### config.mk
export PLATFORM = sky130hd
export DESIGN_NAME = move_scheduler
export DESIGN_NICKNAME = d
export VERILOG_FILES = /design/src/rtl/connect4_pkg.sv /design/src/rtl/drop_piece.sv /design/src/rtl/move_scheduler.sv
export SDC_FILE = /design/constraint.sdc
export NUM_CORES = 1
export LEC_CHECK = 0
export BUFFER_PORTS_ARGS = -buffer_cell sky130_fd_sc_hd__buf_2
export CORE_MARGIN = 10
export CORE_UTILIZATION = 55
export CTS_CLUSTER_DIAMETER = 120
export CTS_CLUSTER_SIZE = 25
export DETAILED_ROUTE_END_ITERATION = 16
export PLACE_DENSITY = 0.78
export SYNTH_ARGS = -nofsm -noshare
export SYNTH_HDL_FRONTEND = slang
export SYNTH_SLANG_ARGS = --single-unit
### constraint.sdc
create_clock -name clk -period 4 [get_ports clk]
set_clock_uncertainty 0.2 [all_clocks]
set_input_delay 0.8 -clock clk [delete_from_list [all_inputs] [get_ports clk]]
set_output_delay 0.8 -clock clk [all_outputs]
set_load 0.005 [all_outputs]
### src/rtl/connect4_pkg.sv
// Shared Connect-4 definitions for the move scheduler and the search logic built on it.
// Holds cell codes, board geometry, the win score, the centre-first column order and the scheduler states.
// Board layout: cell(r,c) sits at bits [14r+2c+1:14r+2c]; row 0 is the top row, row 5 the bottom row.
package connect4_pkg;

  typedef enum logic [1:0] {
    EMPTY       = 2'd0,
    AI          = 2'd1,
    HUMAN       = 2'd2,
    OUTOFBOUNDS = 2'd3
  } cell_t;

  localparam int ROWS      = 6;
  localparam int COLS      = 7;
  localparam int CELL_W    = 2;
  localparam int BOARD_W   = ROWS * COLS * CELL_W;  // 84
  localparam int WIN_SCORE = 100000;

  // Centre-first visiting order, order index 0 in the low bits: 3,2,4,1,5,0,6.
  localparam logic [20:0] COL_ORDER = {3'd6, 3'd0, 3'd5, 3'd1, 3'd4, 3'd2, 3'd3};

  typedef enum logic [2:0] {
    S_IDLE,
    S_FIND_ROW,
    S_LAUNCH,
    S_WAIT_ARM,
    S_WAIT_DONE,
    S_COMPARE,
    S_NEXT,
    S_FINISH
  } sched_state_t;

  // Column visited at a given order index; 7 for an index past the end.
  function automatic logic [2:0] order_col(input logic [2:0] idx);
    logic [2:0] c;
    case (idx)
      3'd0:    c = COL_ORDER[2:0];
      3'd1:    c = COL_ORDER[5:3];
      3'd2:    c = COL_ORDER[8:6];
      3'd3:    c = COL_ORDER[11:9];
      3'd4:    c = COL_ORDER[14:12];
      3'd5:    c = COL_ORDER[17:15];
      3'd6:    c = COL_ORDER[20:18];
      default: c = 3'd7;
    endcase
    return c;
  endfunction

  // Cell code at (r,c); OUTOFBOUNDS for coordinates off the board.
  function automatic logic [1:0] get_cell(input logic [BOARD_W-1:0] b,
                                          input logic [2:0]         r,
                                          input logic [2:0]         c);
    logic [1:0] v;
    v = OUTOFBOUNDS;
    for (int ri = 0; ri < ROWS; ri++) begin
      for (int ci = 0; ci < COLS; ci++) begin
        if (r == 3'(ri) && c == 3'(ci)) begin
          v = b[CELL_W*(COLS*ri+ci) +: CELL_W];
        end
      end
    end
    return v;
  endfunction

endpackage

### src/rtl/drop_piece.sv
// Builds a child board by writing PIECE into cell (row, column) of the parent board.
// Latency: purely combinational. Backpressure: none, no handshake.
// Ports: board (parent position), column/row (target cell), child (parent with that cell overwritten).
module drop_piece
  import connect4_pkg::*;
#(
  parameter logic [1:0] PIECE = 2'd1
) (
  input  logic [BOARD_W-1:0] board,
  input  logic [2:0]         column,
  input  logic [2:0]         row,
  output logic [BOARD_W-1:0] child
);

  // Out-of-range coordinates leave the board untouched.
  always_comb begin
    child = board;
    for (int r = 0; r < ROWS; r++) begin
      for (int c = 0; c < COLS; c++) begin
        if (row == 3'(r) && column == 3'(c)) begin
          child[CELL_W*(COLS*r+c) +: CELL_W] = PIECE;
        end
      end
    end
  end

endmodule

### src/rtl/move_scheduler.sv
// Picks the AI's next Connect-4 move by running the board evaluator once per legal column, centre first.
// Latency: per legal column (row scan + launch + arm + evaluator + compare + next), plus one finish cycle.
// Backpressure: start is only accepted in IDLE; the evaluator is waited on with a per-column timeout.
//
// Ports:
//   clk, reset (async active-low)     : clock and reset
//   start, board_in, abort            : search request, position to search, cancel
//   busy, done                        : search in progress, one-cycle result pulse
//   best_col, best_score, timeout_flag: result column (7 = no legal move), its score, any-column-timed-out
//   eval_enable, eval_board           : evaluator enable and child board
//   eval_stable, eval_score           : evaluator completion and result
//
// Build option: define EARLY_WIN_EN to end the search as soon as a column scores WIN_SCORE or more.
module move_scheduler
  import connect4_pkg::*;
#(
  parameter int         SCORE_W      = 32,
  parameter int         EVAL_TIMEOUT = 4096,
  parameter logic [1:0] PIECE        = 2'd1
) (
  input  logic                      clk,
  input  logic                      reset,
  input  logic                      start,
  input  logic [BOARD_W-1:0]        board_in,
  input  logic                      abort,
  output logic                      busy,
  output logic                      done,
  output logic [2:0]                best_col,
  output logic signed [SCORE_W-1:0] best_score,
  output logic                      timeout_flag,
  output logic                      eval_enable,
  output logic [BOARD_W-1:0]        eval_board,
  input  logic                      eval_stable,
  input  logic signed [SCORE_W-1:0] eval_score
);

  localparam logic signed [SCORE_W-1:0] SCORE_MIN = {1'b1, {(SCORE_W-1){1'b0}}};
  localparam logic signed [SCORE_W-1:0] WIN_S     = SCORE_W'(WIN_SCORE);
  localparam int                        TCNT_W    = (EVAL_TIMEOUT > 2) ? $clog2(EVAL_TIMEOUT) : 1;
  localparam logic [TCNT_W-1:0]         TCNT_LAST = TCNT_W'(EVAL_TIMEOUT - 1);

  sched_state_t              state;
  logic [BOARD_W-1:0]        board_q;
  logic [2:0]                order_idx;
  logic [2:0]                row;
  logic [TCNT_W-1:0]         tcnt;
  logic signed [SCORE_W-1:0] score_q;

  // Running best for the search in progress; only copied to the outputs on
  // completion so an aborted search leaves the previous result visible.
  logic                      have_cand;
  logic [2:0]                cand_col;
  logic signed [SCORE_W-1:0] cand_score;

  logic [2:0]                cur_col;
  logic [1:0]                cur_cell;
  logic [BOARD_W-1:0]        child;

  assign cur_col  = order_col(order_idx);
  assign cur_cell = get_cell(board_q, row, cur_col);

  drop_piece #(
    .PIECE (PIECE)
  ) u_drop_piece (
    .board  (board_q),
    .column (cur_col),
    .row    (row),
    .child  (child)
  );

  always_ff @(posedge clk or negedge reset) begin
    if (!reset) begin
      state        <= S_IDLE;
      board_q      <= '0;
      order_idx    <= '0;
      row          <= 3'd5;
      tcnt         <= '0;
      score_q      <= '0;
      have_cand    <= 1'b0;
      cand_col     <= 3'd7;
      cand_score   <= SCORE_MIN;
      busy         <= 1'b0;
      done         <= 1'b0;
      best_col     <= 3'd7;
      best_score   <= SCORE_MIN;
      timeout_flag <= 1'b0;
      eval_enable  <= 1'b0;
      eval_board   <= '0;
    end else if (abort && state != S_IDLE) begin
      state       <= S_IDLE;
      eval_enable <= 1'b0;
      busy        <= 1'b0;
      done        <= 1'b0;
    end else begin
      case (state)
        S_IDLE: begin
          done <= 1'b0;
          if (start) begin
            board_q      <= board_in;
            timeout_flag <= 1'b0;
            busy         <= 1'b1;
            order_idx    <= '0;
            row          <= 3'd5;
            have_cand    <= 1'b0;
            state        <= S_FIND_ROW;
          end
        end

        // Bottom-up scan: the first empty cell is where the piece lands.
        S_FIND_ROW: begin
          if (cur_cell == EMPTY) begin
            state <= S_LAUNCH;
          end else if (row == 3'd0) begin
            state <= S_NEXT;
          end else begin
            row <= row - 3'd1;
          end
        end

        S_LAUNCH: begin
          eval_board  <= child;
          eval_enable <= 1'b1;
          tcnt        <= '0;
          state       <= S_WAIT_ARM;
        end

        // A stable left over from the previous column must drop before the
        // next stable can be trusted as this column's result.
        S_WAIT_ARM: begin
          if (tcnt == TCNT_LAST) begin
            timeout_flag <= 1'b1;
            eval_enable  <= 1'b0;
            if (!have_cand) begin
              have_cand  <= 1'b1;
              cand_col   <= cur_col;
              cand_score <= SCORE_MIN;
            end
            state <= S_NEXT;
          end else begin
            tcnt <= tcnt + TCNT_W'(1);
            if (!eval_stable) begin
              state <= S_WAIT_DONE;
            end
          end
        end

        // A result arriving on the last allowed cycle still counts.
        S_WAIT_DONE: begin
          if (eval_stable) begin
            score_q <= eval_score;
            state   <= S_COMPARE;
          end else if (tcnt == TCNT_LAST) begin
            timeout_flag <= 1'b1;
            eval_enable  <= 1'b0;
            if (!have_cand) begin
              have_cand  <= 1'b1;
              cand_col   <= cur_col;
              cand_score <= SCORE_MIN;
            end
            state <= S_NEXT;
          end else begin
            tcnt <= tcnt + TCNT_W'(1);
          end
        end

        // Strict compare: on a tie the earlier, more central column stays.
        S_COMPARE: begin
          eval_enable <= 1'b0;
          if (!have_cand || score_q > cand_score) begin
            have_cand  <= 1'b1;
            cand_col   <= cur_col;
            cand_score <= score_q;
          end
          state <= S_NEXT;
`ifdef EARLY_WIN_EN
          // A four-in-a-row child cannot be beaten; finish with it now.
          if (score_q >= WIN_S) begin
            have_cand  <= 1'b1;
            cand_col   <= cur_col;
            cand_score <= score_q;
            best_col   <= cur_col;
            best_score <= score_q;
            done       <= 1'b1;
            busy       <= 1'b0;
            state      <= S_FINISH;
          end
`endif
        end

        // Enable is low here, letting the evaluator return to idle between runs.
        S_NEXT: begin
          if (order_idx == 3'd6) begin
            best_col   <= have_cand ? cand_col : 3'd7;
            best_score <= have_cand ? cand_score : SCORE_MIN;
            done       <= 1'b1;
            busy       <= 1'b0;
            state      <= S_FINISH;
          end else begin
            order_idx <= order_idx + 3'd1;
            row       <= 3'd5;
            state     <= S_FIND_ROW;
          end
        end

        S_FINISH: begin
          done  <= 1'b0;
          state <= S_IDLE;
        end

        default: begin
          state       <= S_IDLE;
          eval_enable <= 1'b0;
          busy        <= 1'b0;
          done        <= 1'b0;
        end
      endcase
    end
  end

`ifndef EARLY_WIN_EN
  // Early-win threshold is only consulted when the early-exit build is selected.
  logic unused_win;
  assign unused_win = ^WIN_S;
`endif

endmodule

---- Word level (Yosys, flattened, before mapping) ----
Cells that the tools add are included.
Widths: inputs -> output; s select.
operators by class
  add/sub/neg operators ................... 3
  $lt $le $gt $ge ......................... 1
  equal/unequal tests ..................... 37
  muxes and demuxes ....................... 136
  bitwise logic cells ..................... 1
  reductions and logical operators ........ 75
operators with widths
  cell                   count
  $mux 2                 84
  $mux 32                4
  $pmux 32 s3            1
  $mux 3                 20
  $logic_and 1x1->1      43
  $eq 3x3->1 const B     12
  $pmux 12 s3            1
  $gt 32x32->1           1
  $eq 3x2->1 const B     8
  $mux 12                2
  $pmux 3 s8             1
  $pmux 3 s7             1
  $reduce_bool 3->1      7
  $pmux 3 s3             2
  $reduce_and 4->1       4
  $reduce_and 3->1       5
  $mux 1                 14
  $add 12x1->12 const B  1
  $eq 12x12->1 const B   1
  $eq 3x1->1 const B     4
  $logic_not 3->1        4
  $ne 2x2->1 const B     6
  $ne 4x4->1 const B     3
  $ne 3x3->1 const B     3
  other kinds (17)       21
word-level totals
  register bits after elaboration ......... 296
  logic and storage cells ................. 269

---- Depth between registers and ports, before layout ----
Gate-level depths: netlist of the first run.
  word-level depth ........................ 50
  mapped depth ............................ 16
  depth with buffers taken out ............ 12

---- Modules after synthesis ----
From an unflattened synthesis of the first run, not the netlist that was laid out.
unflattened totals
  cells, all modules ...................... 1327
  area, all modules ....................... 14730.4 µm²
by module, submodules not included
  module          times used  cells an instance  area an instance (µm²)  seq. area each (µm²)
  move_scheduler  1           1208               13847.0                 7419.6
  drop_piece      1           119                883.3                   0.0

---- Worst setup path after synthesis of the first run ----
No wires, ideal clock.
  path type ............................... reg-to-reg
  start point ............................. register order_idx[0]
  end point ............................... register state[0]
  library setup time ...................... 0.124 ns
  arrival time ............................ 2.984 ns
  required time ........................... 3.676 ns
  setup slack ............................. 0.692 ns
  cell stages (with the launch flop) ...... 13
  path buffers ............................ 0
  period minus slack after synthesis ...... 3.308 ns
  cells stage by stage .................... dfrtp_1 inv_1 ha_1 or4_4 a31o_1 o32a_1 o32ai_2 a211oi_1 a2111oi_2 o2111ai_1 o21ai_2 nor2_2 a211o_1
between the ends
  word-level cells in the longest chain between the ends .. 50
RTL lines
  what                                RTL line               text
  start, declared                     move_scheduler.sv:44   logic [2:0] order_idx;
  start signal, assigned              move_scheduler.sv:199  order_idx <= order_idx + 3'd1;
  $eq 3x3->1 (tied with other cells)  connect4_pkg.sv:36     case (idx)
  $pmux 3 s7 *                        connect4_pkg.sv:36
  $logic_not 3->1                     connect4_pkg.sv:57     if (r == 3'(ri) && c == 3'(ci)) begin
  $logic_and 1x1->1                   connect4_pkg.sv:57
  $mux 2 (41 in series)               connect4_pkg.sv:57
  $mux 2 *                            connect4_pkg.sv:57
  $logic_not 2->1 *                   move_scheduler.sv:111  if (cur_cell == EMPTY) begin
  $mux 3                              move_scheduler.sv:111
  $pmux 3 s8                          move_scheduler.sv:95   case (state)
  $mux 3                              move_scheduler.sv:89   end else if (abort && state != S_IDLE) begin
  end signal, assigned                move_scheduler.sv:90   state <= S_IDLE;
  end signal, assigned                move_scheduler.sv:112  state <= S_LAUNCH;
  end signal, assigned                move_scheduler.sv:114  state <= S_NEXT;
  end, declared                       move_scheduler.sv:42   sched_state_t state;
Every way passes the cells marked *; elsewhere a longest branch is shown, timed or not.
A chain may end at the register's enable or synchronous reset.

---- Final worst setup path of the first run ----
  start point ............................. register order_idx[1]
  end point ............................... register state[0]
Same word-level chain as after synthesis.

==> run_results.csv, run 1 <==
group,metric,value,unit
status,status,"completed",
floorplanning,io_pins,244,
floorplanning,row_count,58,
route,routed_via_density,5.86,
yosys,syn_inst,1419,
timing,report.final.slew_viol_count,0,
final_layout,post-route-util,64.4,%
clock_network,cts_tree,"yes",
pwr,vdd_drop_max,0.492,mV
route,wirelength,40.4,mm
floorplanning,dieArea,0.0325,mm^2
global_route,overflow,0,
timing,finalSetupViolations,0,
placed_design,pre_cts_slack,193,ps
yosys,yosysSeqAreaShare,52.5,%
route,drt_iter0_drc,1327,
final_layout,fin_nets,1797,
placed_design,dp_hpwl,30.0,mm
yosys,synth_largest_area_cell,"dfrtp_1",
global_route,grt_pass1_wl,64.6,mm
yosys,netlist_area,0.0141,mm^2
pwr,powerDensity,672,mW/mm^2
route,drtAntennaViolNets,0,
pwr,leakage,7.70,nW
route,vias,11500,
route,route.top_layer_used,"met5",
critical_path,arrival,3940,ps
clock_network,clkTransAtPathRegs,100,ps
floorplanning,core-area,0.0253,mm^2
timing,relSlewSlack,30.0,%
final_layout,syn2layout_area_growth,15.0,%
yosys,synth-async-reset-ratio,100,%
timing,post-route-worst-setup-slack,255,ps
clock_network,htree_levels,1,
floorplanning,fp.dieW,180,um
timing,fin_crit_sh,93.6,%
critical_path,cp-start-kind,"flip-flop",
final_layout,finalNonFillerCells,1969,
clock_network,clkLatencyLatePin,510,ps
route,wl_met1,17.3,mm
clock_network,cts.sinks,296,
critical_path,worstSetupEndpointType,"flip-flop",
timing,tns,0,ps
critical_path,crit_path_max_fanout,11,
yosys,synth-seq-cells,296,
yosys,synth_edf_count,0,
yosys,syn_avg_cell_area,9.96,um^2
global_route,grt_max_degree,111,
critical_path,worst_r2r_endpoint,"state[0]",
clock_network,cts.path.max_buffers,3,
timing,finalHoldWorstSlack,157,ps
yosys,netlist_top_cells_area,"dfrtp_1 (51%), mux2_2 (8.9%), nand2_1 (7.3%), o21ai_0 (5.3%), ha_1 (3.8%)",
critical_path,crit_start,"order_idx[1]",
clock_network,cts_buffers,15,
clock_network,root_buffer,"clkbuf_16",
yosys,yosys_warnings,0,
critical_path,crit_type,"flip-flop to flip-flop",
route,met2WireLength,18.9,mm
route,route.met3.wl,2.97,mm
yosys,synth_top_area_share,50.7,%
placed_design,placedCellCount,1945,
timing,finalCriticalPeriod,3750,ps
floorplanning,start_util,56.0,%
clock_network,hold_buffers,0,
placed_design,placed_area,0.0158,mm^2
run,max_cap_violations,0,
critical_path,reg2reg_from,"order_idx[1]",
placed_design,gp_congestion,0.962,
yosys,synth_ff_type,"dfrtp_1",
pwr,report.power.total,10.9,mW
critical_path,required,4200,ps
route,wl_per_cell,20.5,um
global_route,globalRouteTotalUtil,24.1,%
global_route,antenna_found_initial,4,
critical_path,reg2reg_depth,14,
timing,tightest_slew,1050,ps
critical_path,reg2reg_slack,250,ps
route,drt-pass1-iter-count,5,
yosys,yosysMostFrequentCell,"dfrtp_1",
yosys,synth_fp_nets,1583,
placed_design,port_buffers,243,
floorplanning,die_h,180,um
min_path,min_path_type,"primary input to async pin",
final_layout,stdcell_area,0.0163,mm^2
final_layout,drive_gt1_share,27.6,%
yosys,ys_types,77,
global_route,grt_pass1_vias,11600,
timing,timing.fmax,267,MHz
yosys,netlist_top_cells_count,"dfrtp_1 (286), nand2_1 (276), o21ai_0 (150)",
route,drcViolationCount,0,
timing,hold_violations,0,
[layout make-up]
class / count / area, um^2
Fill cell: 2056 / 9000
Sequential cell: 296 / 7420
Multi-Input combinational cell: 982 / 6190
Timing Repair Buffer: 284 / 1600
Tap cell: 330 / 413
Clock buffer: 20 / 394
Inverter: 54 / 203
Clock inverter: 1 / 30.0
Antenna cell: 2 / 5.00
[power by group]
part / switching, mW / internal, mW
logic: 2.16 / 1.91
clock network: 0.961 / 0.764
registers: 0.974 / 4.16
[what timing repair did]
action	4_1_cts	5_1_grt
resized for setup	0	7
endpoints found under the setup margin	0	6
setup buffers	0	1
[logic make-up after synthesis]
family / synth area share [%]
xor gates and xnor gates: 0.434
buffers and inverters: 4.19
AOI/OAI and AO/OA: 14.4
adders and majority gates: 3.81
muxes: 9.76
DFF: 52.5
and+or+nand+nor: 14.9
[registers in the layout, indices dropped and copies added (netlist names)]
name / count
best_col: 3
best_score: 32
board_q: 84
busy: 1
cand_col: 3
cand_score: 32
done: 1
eval_board: 84
eval_enable: 1
have_cand: 1
order_idx: 3
row: 3
score_q: 32
state: 3
tcnt: 12
timeout_flag: 1
[critical path, cell delays in order, from the launching register on]
cell and delay (ps):
dfrtp_1 410, inv_1 90, ha_1 230, o21ai_0 380, buf_4 220, o22ai_4 120
buf_4 210, and3_1 180, o32ai_1 260, o21ai_1 140, a211oi_1 330, o2111ai_1 230
o21ai_2 340, nor2_2 60, a211o_1 220
[cells in the final DEF, fill, tap and decap left out, types with 6 or more instances in the layout]
cell type,netlist,layout
a31oi_1,11,11
clkbuf_16,0,15
o211ai_1,6,6
a21oi_1,36,35
dfrtp_1,286,286
xor2_1,6,6
buf_4,0,36
o21ai_0,150,150
nand2b_1,7,7
and3_1,9,8
a22o_1,31,31
nand4_1,12,12
inv_1,54,54
nor3_1,21,20
a21o_1,11,11
nor2_1,103,102
mux2_2,112,112
a211oi_1,13,13
nand2_1,276,276
o31ai_1,8,8
or3_1,8,7
nand3_1,24,23
ha_1,43,43
nor2b_1,9,9
dfstp_2,10,10
buf_2,4,242
[layer usage]
layer / track usage, % / up-vias
li1: - / 5348
met1: 32.8 / 5654
met2: 38.9 / 459
met3: 4.52 / 78
met4: 6.53 / 6
met5: 0 / -
[worst max-delay path by stage]
stage | to | cells past startpoint
final | state[0] | 14
after global routing | state[1] | 12
after CTS | state[1] | 12
after detailed placement | state[0] | 12
after global placement | state[0] | 13
after floorplan | state[0] | 12
(Power assumes the default switching activity.)
==> run 2, diff against run 1 <==
CAP_MARGIN = 15   (was default)
CORE_UTILIZATION = 35   (was 55)
PLACE_DENSITY = default   (was 0.78)
==> run_results.csv, run 2 (synthesis results as in run 1) <==
group,metric,value,unit
route,route.met3.wl,2.43,mm
route,wl_met1,19.7,mm
min_path,min_path_type,"primary input to async pin",
floorplanning,fp.dieW,221,um
floorplanning,dieArea,0.0488,mm^2
clock_network,hold_buffers,0,
global_route,grt_max_degree,105,
clock_network,htree_levels,1,
global_route,overflow,0,
clock_network,cts.path.max_buffers,3,
route,route.top_layer_used,"met5",
clock_network,root_buffer,"clkbuf_16",
route,drt-pass1-iter-count,5,
global_route,grt_pass1_wl,69.6,mm
critical_path,crit_end,"row[2]",
critical_path,required,4260,ps
timing,finalCriticalPeriod,3750,ps
final_layout,nFillCells,4011,
clock_network,cts_tree,"yes",
timing,rsz0062_at_grt,"no",
pwr,powerDensity,665,mW/mm^2
global_route,globalRouteTotalUtil,17.5,%
final_layout,drive_gt1_share,27.2,%
run,max_cap_violations,0,
critical_path,crit_start,"order_idx[0]",
critical_path,worstSetupEndpointType,"flip-flop",
clock_network,clkTransAtPathRegs,110,ps
timing,tns,0,ps
pwr,leakage,7.69,nW
clock_network,clkLatencyLatePin,520,ps
placed_design,placed_area,0.0160,mm^2
final_layout,multiInputGateArea,0.00617,mm^2
clock_network,cts_buffers,15,
final_layout,final_cell_mix,"dfrtp_1 (286), nand2_1 (276), buf_2 (242), o21ai_0 (149), mux2_2 (112)",
floorplanning,core-area,0.0398,mm^2
route,wl_per_cell,20.5,um
timing,relSlewSlack,28.7,%
final_layout,seq_area,0.00742,mm^2
final_layout,top_regs,"board_q: 84 flops, eval_board: 84 flops",
final_layout,final_common_cell,"dfrtp_1",
route,vias,11400,
route,drtAntennaViolNets,0,
placed_design,dp_hpwl,32.9,mm
critical_path,arrival,4010,ps
clock_network,cts.sinks,296,
critical_path,worst_r2r_endpoint,"row[2]",
timing,fin_crit_sh,93.9,%
route,wirelength,44.3,mm
pwr,report.power.total,11.0,mW
route,drt_iter0_drc,765,
placed_design,gp_congestion,0.904,
route,met2WireLength,20.9,mm
final_layout,syn2layout_area_growth,16.6,%
route,drcViolationCount,0,
floorplanning,start_util,35.5,%
critical_path,crit_type,"flip-flop to flip-flop",
status,status,"completed",
final_layout,stdcell_area,0.0165,mm^2
floorplanning,die_h,221,um
final_layout,fin_nets,1793,
critical_path,cp-start-kind,"flip-flop",
critical_path,crit_path_max_fanout,13,
placed_design,port_buffers,243,
route,routed_via_density,5.27,
global_route,antenna_found_initial,4,
pwr,vdd_drop_max,0.339,mV
final_layout,post-route-util,41.4,%
critical_path,reg2reg_slack,250,ps
critical_path,reg2reg_from,"order_idx[0]",
timing,finalSetupViolations,0,
timing,tightest_slew,1070,ps
critical_path,reg2reg_depth,12,
timing,hold_violations,0,
floorplanning,row_count,73,
floorplanning,io_pins,244,
timing,report.final.slew_viol_count,0,
timing,timing.fmax,266,MHz
global_route,grt_pass1_vias,11700,
run 2: how the worst min path moves through the flow:
stage	to	startpoint	cells after the start
after global routing	best_score[11]	reset	1
after detailed placement	eval_board[53]	eval_board[53]	2
final	best_score[14]	reset	1
after floorplan	eval_board[0]	eval_board[0]	2
after CTS	best_score[10]	reset	1
after global placement	eval_board[66]	eval_board[66]	2
run 2: what timing repair did:
item,4_1_cts,5_1_grt
endpoints found under the setup margin,0,5
buffers inserted,0,0
gates resized for setup,0,3
run 2: per-stage QoR:
step,setup WS [ps],cells,hold slack (ps)
floorplan,692,1419,263
global placement,190,2136,249
detailed placement,122,2136,251
CTS,103,2161,171
global route,18.6,2163,169
finish,246,2165,101
run 2: layer usage:
metal | vias up | global-route usage, %
li1 | 5331 | -
met1 | 5684 | 23.2
met2 | 333 | 28.4
met3 | 66 | 3.37
met4 | 4 | 5.13
met5 | - | 0
run 2: worst max-delay path, stage by stage, from the launching register on:
cell and delay, ps:
dfrtp_1 420, inv_1 110, ha_1 260, or3_4 400, o22a_1 290, buf_4 240
nor4_1 490, nor4b_1 120, a211oi_1 280, o221ai_1 170, a31oi_1 230, o21ai_2 150
o32a_1 350
run 2: area by class of cell:
cell class                      instances  share of cell area [%]
Sequential cell                       296                    45.0
Multi-Input combinational cell        982                    37.5
Timing Repair Buffer                  280                    9.59
Tap cell                              525                    3.99
Clock buffer                           25                    2.63
Inverter                               54                    1.23
Antenna cell                            3                  0.0456
run 2: power by group:
group,internal (mW),switching [mW],leakage [nW],total (mW)
sequential,4.16,0.986,3.76,5.15
clock,0.751,0.986,0.209,1.74
combinational,1.88,2.19,3.72,4.07
total,6.79,4.16,7.69,11.0
==> run 3, diff against run 2 <==
SYNTH_HIERARCHICAL = 1   (was default)
==> run_results.csv, run 3 <==
group,metric,value,unit
floorplanning,row_count,75,
pwr,pwr-share-clk,15.6,%
timing,report.final.slew_viol_count,0,
critical_path,slowest_stage,"or4_4",
yosys,synth_fp_nets,1491,
floorplanning,io_pins,244,
pwr,powerDensity,689,mW/mm^2
clock_network,cts_buffers,16,
clock_network,htree_levels,1,
clock_network,cts_tree,"yes",
clock_network,root_buffer,"clkbuf_16",
critical_path,cp-start-kind,"flip-flop",
critical_path,crit_start,"order_idx[1]",
run,max_cap_violations,0,
clock_network,clkTransAtPathRegs,110,ps
critical_path,reg2reg_slack,110,ps
timing,tightest_slew,1080,ps
placed_design,gp_congestion,0.890,
pwr,p_sw_share,37.4,%
yosys,synth_largest_area_cell,"dfrtp_1",
route,wirelength,44.8,mm
floorplanning,fp.dieW,225,um
status,status,"completed",
pwr,p_int,7.45,mW
final_layout,nFillCells,4044,
final_layout,top_regs,"board_q: 84 flops, eval_board: 84 flops",
critical_path,reg2reg_from,"order_idx[1]",
route,drt-pass1-iter-count,5,
final_layout,final_cell_mix,"dfrtp_1 (285), buf_2 (242), mux2_2 (204), nand2_1 (123), o21ai_0 (71)",
pwr,power_frac_comb,41.0,%
route,drtAntennaViolNets,0,
critical_path,worst_r2r_endpoint,"state[1]",
clock_network,cts.sinks,296,
timing,fin_crit_sh,97.3,%
global_route,overflow,0,
floorplanning,die_h,225,um
route,wl_per_cell,21.4,um
floorplanning,start_util,35.3,%
timing,post-route-worst-setup-slack,110,ps
critical_path,crit_type,"flip-flop to flip-flop",
final_layout,final_common_cell,"dfrtp_1",
yosys,yosysSeqAreaShare,50.4,%
clock_network,cts.path.max_buffers,3,
yosys,netlist_top_cells_count,"dfrtp_1 (286), mux2_2 (204), nand2_1 (123)",
global_route,globalRouteTotalUtil,17.2,%
clock_network,clkLatencyLatePin,540,ps
critical_path,path_cells,"inv_2 > ha_4 > or3_4 > o22ai_4 > inv_2 > or4_4 > a31oi_1 > o311ai_2 > a2111oi_2 > a311oi_1 > nor3_2 > o21a_1 > mux2_2",
route,routed_via_density,5.34,
timing,rsz0062_at_grt,"yes",
route,drt_iter0_drc,743,
critical_path,critPathTopFamily,"compound AO/OA/AOI/OAI gates",
yosys,synth_ff_type,"dfrtp_1",
pwr,switchingPower,4.45,mW
yosys,syn_inst,1327,
timing,finalHoldWorstSlack,106,ps
pwr,sequentialPowerShare,43.4,%
critical_path,slowest_delay,490,ps
yosys,synth_edf_count,0,
global_route,antenna_found_initial,2,
yosys,netlist_top_cells_area,"dfrtp_1 (49%), mux2_2 (16%), ha_1 (3.7%), nand2_1 (3.1%), o21ai_0 (2.4%)",
pwr,leakage,7.83,nW
yosys,yosys_warnings,6,
floorplanning,core-area,0.0418,mm^2
placed_design,pre_cts_slack,2.61,ps
floorplanning,dieArea,0.0507,mm^2
critical_path,crit_top_cell,"inv_2",
critical_path,crit_path_max_fanout,8,
clock_network,hold_buffers,0,
yosys,synth-async-reset-ratio,100,%
route,vias,11200,
timing,finalCriticalPeriod,3890,ps
critical_path,reg2reg_depth,13,
yosys,ys_types,74,
yosys,synth-seq-cells,296,
timing,finalSetupViolations,0,
critical_path,worst-path-buf-inv,2,
placed_design,port_buffers,243,
placed_design,dp_hpwl,32.6,mm
yosys,netlist_area,0.0147,mm^2
global_route,grt_max_degree,98,
min_path,min_path_type,"primary input to async pin",
critical_path,required,4240,ps
timing,relSlewSlack,27.9,%
final_layout,syn2layout_area_growth,17.2,%
global_route,grt_pass1_vias,11400,
yosys,yosysMostFrequentCell,"dfrtp_1",
critical_path,arrival,4130,ps
yosys,syn_avg_cell_area,11.1,um^2
pwr,vdd_drop_max,0.309,mV
final_layout,drive_gt1_share,35.9,%
global_route,grt_pass1_wl,69.2,mm
timing,hold_violations,0,
timing,timing.fmax,257,MHz
timing,tns,0,ps
yosys,synth_top_area_share,48.6,%
route,drcViolationCount,0,
final_layout,fin_nets,1710,
critical_path,worstSetupEndpointType,"flip-flop",
## run 3: cell count changes after synthesis, moves of 7 or more
| cell | change |
|---|---|
| nor2_1 | -55 |
| a21o_1 | +28 |
| nand2_1 | -153 |
| mux2_2 | +92 |
| o21bai_1 | +18 |
| clkbuf_1 | -13 |
| o21ai_0 | -78 |
| o21a_1 | +22 |
| a21boi_0 | +23 |
| nor3_1 | -7 |
| buf_2 | +21 |
## run 3: final cells by class
class                      instances  area (um^2)  share of cell area (%)
clock buffer                      25          455                    2.64
antenna                            2         5.00                  0.0290
clock inverter                     2         32.5                   0.188
inverter                          50          188                    1.09
multi-input combinational        892         6840                    39.6
tap                              539          674                    3.90
sequential                       296         7420                    43.0
timing repair buffer             290         1660                    9.60
## run 3: timing repair
item	in CTS	in global routing
setup buffers	0	4
endpoints found under the setup margin	1	23
gates resized for setup	1	13
pin swaps	0	6
cloned	0	0
## run 3: metrics by stage
step                instance area (um^2)  utilization [%]  cells  power, mW
floorplan                          14700                -   1327       8.14
global placement                   16700             40.0   2063       9.98
detailed placement                 16700             40.0   2063       10.1
CTS                                17200             41.1   2090       12.0
global route                       17300             41.3   2094       12.7
finish                             17300             41.4   2096       11.9
## run 3: layer usage
metal  global-route usage (%)  wire length (um)  vias up
met5                        0                 0        -
met4                     3.46               871        0
met3                     2.77              2190       46
met2                     28.5             21700      282
met1                     23.3             20100     5638
li1                         -                 -     5226
## run 3: power groups by stage
stage          combinational, mW  clock, mW  sequential, mW
2_1_floorplan               3.33          0            4.81
3_3_place_gp                4.78          0            5.20
3_5_place_dp                4.85          0            5.22
4_1_cts                     4.88       1.92            5.17
5_1_grt                     5.41       2.02            5.32
6_report                    4.88       1.86            5.17
## run 3: logic make-up after synthesis
family	after synthesis	share of synthesized area, %
flip-flops	296	50.4
adder cells (fa/ha/maj)	43	3.65
AO/OA/AOI/OAI	336	15.9
AND/OR/NAND/NOR	296	9.84
multiplexers	210	16.0
buffers and inverters	139	3.86
XOR/XNOR	7	0.416
## run 3: worst max-delay path by stage
stage | cells past startpoint | slack (ps) | end
after CTS | 13 | 0.7 | state[1]
after floorplan | 13 | 460 | state[1]
after detailed placement | 14 | 3 | state[1]
after global routing | 14 | -50 | state[1]
final | 13 | 110 | state[1]
after global placement | 13 | 80 | state[1]
## run 3: worst reg2reg max path: cells and delay by family, from the launching register on
kind,cells,cell delay (ps)
buf+inv,2,160
flops,1,440
simple gates,3,1170
compound gates,6,1280
fa+ha+maj,1,200
mux,1,350
